==> src/rtl/cpu_ctrl_pkg.sv <==
// Shared types and constants for the multi-cycle control FSM.
package cpu_ctrl_pkg;

    typedef enum logic [2:0] {
        S_IDLE,
        S_FETCH,
        S_CHECK,
        S_DECODE,
        S_EXEC,
        S_WB,
        S_HALT
    } state_e;

    // Instruction class field ir[27:26]
    localparam logic [1:0] CLS_DP   = 2'b00;
    localparam logic [1:0] CLS_HALT = 2'b11;

    // Compare-only opcodes: flags written, Rd untouched
    localparam logic [3:0] OP_TST = 4'h8;
    localparam logic [3:0] OP_CMN = 4'hB;

    function automatic logic is_cmp_op(input logic [3:0] op);
        return (op >= OP_TST) && (op <= OP_CMN);
    endfunction

endpackage

==> src/rtl/sat_counter.sv <==
// Saturating up-counter: holds at all-ones instead of wrapping.
module sat_counter #(
    parameter int unsigned W = 16
) (
    input  logic         clk,
    input  logic         rst,
    input  logic         inc,
    output logic [W-1:0] count
);

    localparam logic [W-1:0] ONE = W'(1);

    logic [W-1:0] r_count;

    // Count up on inc until every bit is set
    always_ff @(posedge clk or posedge rst) begin
        if (rst) begin
            r_count <= '0;
        end else if (inc && (r_count != '1)) begin
            r_count <= r_count + ONE;
        end
    end

    assign count = r_count;

endmodule

==> src/rtl/multicycle_ctrl.sv <==
// Multi-cycle fetch/execute control FSM with retired/skipped counters.
// Strobes are registered so each one is high during the state it belongs to.
// Optional single-step mode: define MULTICYCLE_CTRL_STEP_EN to add the step input.
module multicycle_ctrl
    import cpu_ctrl_pkg::*;
#(
    parameter int unsigned FETCH_WAIT = 0,
    parameter int unsigned CNT_W      = 16
) (
    input  logic             clk,
    input  logic             rst,
`ifdef MULTICYCLE_CTRL_STEP_EN
    input  logic             step,
`endif
    input  logic [31:0]      ir,
    input  logic             w_ir_valid,
    output logic             write_pc,
    output logic             write_ir,
    output logic             read_ops,
    output logic             alu_en,
    output logic [3:0]       alu_op,
    output logic             write_reg,
    output logic             write_nzcv,
    output logic             halted,
    output logic             illegal,
    output logic [CNT_W-1:0] retired,
    output logic [CNT_W-1:0] skipped
);

    localparam logic [3:0] WAIT_LAST = 4'(FETCH_WAIT);

    state_e     r_state;
    logic [3:0] r_wait;
    logic       r_write_pc, r_write_ir, r_read_ops, r_alu_en;
    logic       r_write_reg, r_write_nzcv, r_halted, r_illegal;
    logic [3:0] r_alu_op;

    logic [1:0] w_cls;
    logic       w_cls_bad;
    logic       w_go;
    logic       w_armed;
    logic       w_fetch_now;
    logic       w_enter_fetch;
    logic       w_ret_inc;
    logic       w_skp_inc;
    logic       w_unused_ir;

    assign w_cls       = ir[27:26];
    assign w_cls_bad   = (w_cls != CLS_DP) && (w_cls != CLS_HALT);
    assign w_unused_ir = ^{ir[31:28], ir[25], ir[19:0]};

    // Strobe in the very first S_FETCH cycle when no wait is configured
    assign w_fetch_now = w_go && (WAIT_LAST == 4'd0);

    assign w_enter_fetch = (r_state == S_IDLE)
                         || ((r_state == S_CHECK) && !w_ir_valid)
                         || ((r_state == S_DECODE) && w_cls_bad)
                         || (r_state == S_WB);

`ifdef MULTICYCLE_CTRL_STEP_EN
    logic r_step_pend;
    logic r_armed;
    logic w_consume;

    assign w_go      = step || r_step_pend;
    assign w_armed   = r_armed;
    assign w_consume = w_enter_fetch || ((r_state == S_FETCH) && !r_armed);

    // 1-deep step latch; armed marks an S_FETCH that already owns a step
    always_ff @(posedge clk or posedge rst) begin
        if (rst) begin
            r_step_pend <= 1'b0;
            r_armed     <= 1'b0;
        end else begin
            if (w_consume) begin
                r_step_pend <= 1'b0;
            end else if (step && (r_state != S_FETCH)) begin
                r_step_pend <= 1'b1;
            end
            if (w_enter_fetch) begin
                r_armed <= w_go;
            end else if ((r_state == S_FETCH) && !r_armed && w_go) begin
                r_armed <= 1'b1;
            end
        end
    end
`else
    assign w_go    = 1'b1;
    assign w_armed = 1'b1;
`endif

    // Main sequencer: state plus the strobes for the state being entered
    always_ff @(posedge clk or posedge rst) begin
        if (rst) begin
            r_state      <= S_IDLE;
            r_wait       <= '0;
            r_write_pc   <= 1'b0;
            r_write_ir   <= 1'b0;
            r_read_ops   <= 1'b0;
            r_alu_en     <= 1'b0;
            r_alu_op     <= '0;
            r_write_reg  <= 1'b0;
            r_write_nzcv <= 1'b0;
            r_halted     <= 1'b0;
            r_illegal    <= 1'b0;
        end else begin
            case (r_state)
                S_IDLE: begin
                    r_state    <= S_FETCH;
                    r_wait     <= '0;
                    r_write_ir <= w_fetch_now;
                    r_write_pc <= w_fetch_now;
                end
                S_FETCH: begin
                    if (r_write_ir) begin
                        r_state    <= S_CHECK;
                        r_write_ir <= 1'b0;
                        r_write_pc <= 1'b0;
                    end else if (!w_armed) begin
                        if (w_go) begin
                            r_wait     <= '0;
                            r_write_ir <= w_fetch_now;
                            r_write_pc <= w_fetch_now;
                        end
                    end else begin
                        r_wait     <= r_wait + 4'd1;
                        r_write_ir <= ((r_wait + 4'd1) == WAIT_LAST);
                        r_write_pc <= ((r_wait + 4'd1) == WAIT_LAST);
                    end
                end
                S_CHECK: begin
                    if (w_ir_valid) begin
                        r_state <= S_DECODE;
                        if (w_cls == CLS_DP) begin
                            r_read_ops <= 1'b1;
                            r_alu_op   <= ir[24:21];
                        end
                    end else begin
                        r_state    <= S_FETCH;
                        r_wait     <= '0;
                        r_write_ir <= w_fetch_now;
                        r_write_pc <= w_fetch_now;
                    end
                end
                S_DECODE: begin
                    r_read_ops <= 1'b0;
                    if (w_cls == CLS_DP) begin
                        r_state  <= S_EXEC;
                        r_alu_en <= 1'b1;
                    end else if (w_cls == CLS_HALT) begin
                        r_state  <= S_HALT;
                        r_halted <= 1'b1;
                    end else begin
                        // Unsupported class retires as a NOP
                        r_illegal  <= 1'b1;
                        r_state    <= S_FETCH;
                        r_wait     <= '0;
                        r_write_ir <= w_fetch_now;
                        r_write_pc <= w_fetch_now;
                    end
                end
                S_EXEC: begin
                    r_alu_en     <= 1'b0;
                    r_state      <= S_WB;
                    r_write_reg  <= !is_cmp_op(r_alu_op);
                    r_write_nzcv <= ir[20] || is_cmp_op(r_alu_op);
                end
                S_WB: begin
                    r_write_reg  <= 1'b0;
                    r_write_nzcv <= 1'b0;
                    r_state      <= S_FETCH;
                    r_wait       <= '0;
                    r_write_ir   <= w_fetch_now;
                    r_write_pc   <= w_fetch_now;
                end
                S_HALT: begin
                    r_state <= S_HALT;
                end
                default: begin
                    r_state <= S_IDLE;
                end
            endcase
        end
    end

    assign w_ret_inc = (r_state == S_WB) || ((r_state == S_DECODE) && w_cls_bad);
    assign w_skp_inc = (r_state == S_CHECK) && !w_ir_valid;

    sat_counter #(
        .W (CNT_W)
    ) u_retired (
        .clk   (clk),
        .rst   (rst),
        .inc   (w_ret_inc),
        .count (retired)
    );

    sat_counter #(
        .W (CNT_W)
    ) u_skipped (
        .clk   (clk),
        .rst   (rst),
        .inc   (w_skp_inc),
        .count (skipped)
    );

    assign write_pc   = r_write_pc;
    assign write_ir   = r_write_ir;
    assign read_ops   = r_read_ops;
    assign alu_en     = r_alu_en;
    assign alu_op     = r_alu_op;
    assign write_reg  = r_write_reg;
    assign write_nzcv = r_write_nzcv;
    assign halted     = r_halted;
    assign illegal    = r_illegal;

endmodule

==> config.mk <==
export PLATFORM = sky130hd
export DESIGN_NAME = multicycle_ctrl
export DESIGN_NICKNAME = d
export VERILOG_FILES = /design/src/rtl/cpu_ctrl_pkg.sv /design/src/rtl/sat_counter.sv /design/src/rtl/multicycle_ctrl.sv
export SDC_FILE = /design/constraint.sdc
export NUM_CORES = 1
export LEC_CHECK = 0
export CAP_MARGIN = 20
export CORE_MARGIN = 2
export CORE_UTILIZATION = 30
export CTS_CLUSTER_SIZE = 28
export DETAILED_ROUTE_END_ITERATION = 12
export PLACE_DENSITY = 0.54
export SYNTH_ARGS = -nofsm -noshare
export SYNTH_HDL_FRONTEND = slang
export SYNTH_SLANG_ARGS = --single-unit
==> constraint.sdc <==
create_clock -name clk -period 5 [get_ports clk]
set_clock_uncertainty 0.1 [all_clocks]
set_input_delay 0.75 -clock clk [delete_from_list [all_inputs] [get_ports clk]]
set_output_delay 0.75 -clock clk [all_outputs]
set_load 0.01 [all_outputs]
==> results.tsv <==
metric	value	unit
Final #Nets	328	
buffer count from post-CTS setup fixing	0	
layout cells sized above 1	9.03	%
Total GRT Usage	12.3	%
worst min path class	reg -> reg	
peak supply drop	161	µV
synth-to-layout area growth	29.8	%
Core Area	8260	µm²
first-pass iteration count of the detailed router	4	
Fin. Hold Viols	0	
vias in the first global route	1842	
Mapped Cells	232	
Die Ht	96.3	µm
Routed Wire Length	5330	µm
root buffer cell	clkbuf_8	
Max Root-Sink Buffers	2	
starting density of the core	31.0	%
Placer Congestion	0.743	
top_reg_cell synth	dfrtp_1	
total CTS buffers	5	
Clock transition at path regs	100	ps
CP Class	in -> reg	
grt ovf	0	
DR WL/cell	13.6	µm
Antenna Violating Nets Remaining	0	
number of enable flip-flop cells after synthesis	0	
Hold-fix buffers, CTS	0	
Netlist cell types	47	
largest net degree at the start of global routing	30	
most common library cell in the layout ignoring fill and taps	clkdlybuf4s50_1	
Syn Nets	273	
# rows	33	
Seq/Total Area, Yosys	48.9	%
synthesized area	2560	µm²
Synth Warn #	0	
worst path required time	5100	ps
fmax	392	MHz
Yosys top cell area share	48.9	%
DR iter-0 viols	107	
max_slew headroom	52.1	%
width of the chip	96.3	µm
Synth area leader	dfrtp_1	
# DRC	0	
Setup Viol. Count Final	0	
Via density	5.06	
Static Leak	1.42	nW
IO buf count	53	
Tcrit/Tclk final	51.1	%
Clk Latency, worst-skew pair	300	ps
Critical Path End Type	flip-flop	
# diodes	0	
maxcap violations	0	
Final Max Slew Viols	0	
fin util	40.2	%
CP max FO	6	
synth top area cells	dfrtp_1 49%, xor2_1 5.8%, xnor2_1 4.8%	
die area	9280	µm²
async set-reset flop share out of synthesis	100	%
placed wire-length estimate	3860	µm
CTS Sinks	50	
RSZ-0062 raised after global routing	no	
worst endpoint data arrival time	2650	ps
CTS H-Tree Depth	2	
most frequent cells in the layout	53 x clkdlybuf4s50_1, 50 x dfrtp_1, 17 x xor2_1, 14 x nand3_1, 14 x xnor2_1	
actual slew at the worst max-slew pin	708	ps
IO Pins	79	
first-pass GRT wire length	8920	µm
Via Count	1987	
Pwr Total	1.42	mW
minimum clock period	2550	ps
post_cts resized	0	
Final TNS setup	0	ps
CP startpoint kind	primary input	
Syn Area/Cell	11.0	µm²
initial antenna violation count	0	
CTS tree	yes	
run status	completed	
flops & latches, synth	50	
Cell Pwr Density	427	nW/µm²
==> worst paths after layout <==
kind / startpoint / end / slack (ps) / depth (start not counted)
setup / recovery: ir[26] / u_retired.count[4] / 2450 / 7
hold / removal: illegal / illegal / 370 / 1
setup reg to reg: r_state[2] / u_skipped.count[1] / 2960 / 3
hold reg to reg: illegal / illegal / 370 / 1
max in group asynchronous: rst / r_state[1] / 3600 / 3
min in group asynchronous: rst / u_retired.count[12] / 680 / 2
==> per-stage QoR <==
stage	hold slack, ps	instance area, µm²	worst slack (ps)	std cells
after detailed placement	355	3210	2070	385
after global placement	349	3190	2100	384
after global routing	409	3320	2220	393
final	373	3320	2450	393
after floorplan	404	2560	2840	232
after CTS	384	3320	2390	393
==> metal layers <==
metal	wire length, µm	up-vias	global-route usage [%]
met3	261	8	2.98
li1	-	964	-
met2	2470	41	18.9
met5	0	-	0
met1	2530	974	17.1
met4	70	0	4.23
==> worst max-delay path: stages <==
cell and delay, ps:
clkdlybuf4s50_1 480, inv_1 50, ha_1 310, nand4b_1 200
a21oi_1 490, o21ai_0 210, xnor2_1 160
==> area by class of cell <==
| class | count | area [µm²] |
|---|---|---|
| fillers | 821 | 4940 |
| flip-flops and latches | 50 | 1250 |
| multi-input cells | 170 | 1250 |
| repair buffers | 55 | 558 |
| well taps | 105 | 131 |
| clock buffers | 5 | 68.8 |
| clock inverters | 3 | 43.8 |
| inverters | 5 | 18.8 |
==> where the power goes <==
part / internal [mW] / switching, mW / total, mW
Combinational: 0.278 / 0.207 / 0.485
Clock: 0.150 / 0.142 / 0.292
Sequential: 0.500 / 0.142 / 0.642
==> Yosys cell counts (2+ instances only) <==
cell type,number
a211oi_1,5
inv_1,5
nand2_1,13
o21ai_0,7
buf_4,2
and2_1,3
mux2_2,7
nor2_1,7
and4_1,8
buf_2,4
nand3b_1,4
dfrtp_1,50
ha_1,6
nor2b_1,3
nand2b_1,5
xnor2_1,14
nand3_1,14
nand4b_1,2
nor4_1,3
nand4_1,12
a21oi_1,7
xor2_1,17
o211ai_1,3
nor3_1,3
and3_1,4
nor3b_1,3
==> kinds of logic (layout without fill, tap and decap cells) <==
| family | Yosys count | count (layout) | share of synthesized area (%) |
|---|---|---|---|
| DFF | 50 | 50 | 48.9 |
| and+or+nand+nor | 91 | 91 | 22.7 |
| adders and majority gates | 6 | 6 | 2.94 |
| AOI/OAI and AO/OA | 34 | 34 | 9.15 |
| xor gates and xnor gates | 31 | 31 | 10.6 |
| buffers and inverters | 12 | 68 | 2.25 |
| muxes | 8 | 8 | 3.47 |
(Power assumes the default switching activity.)
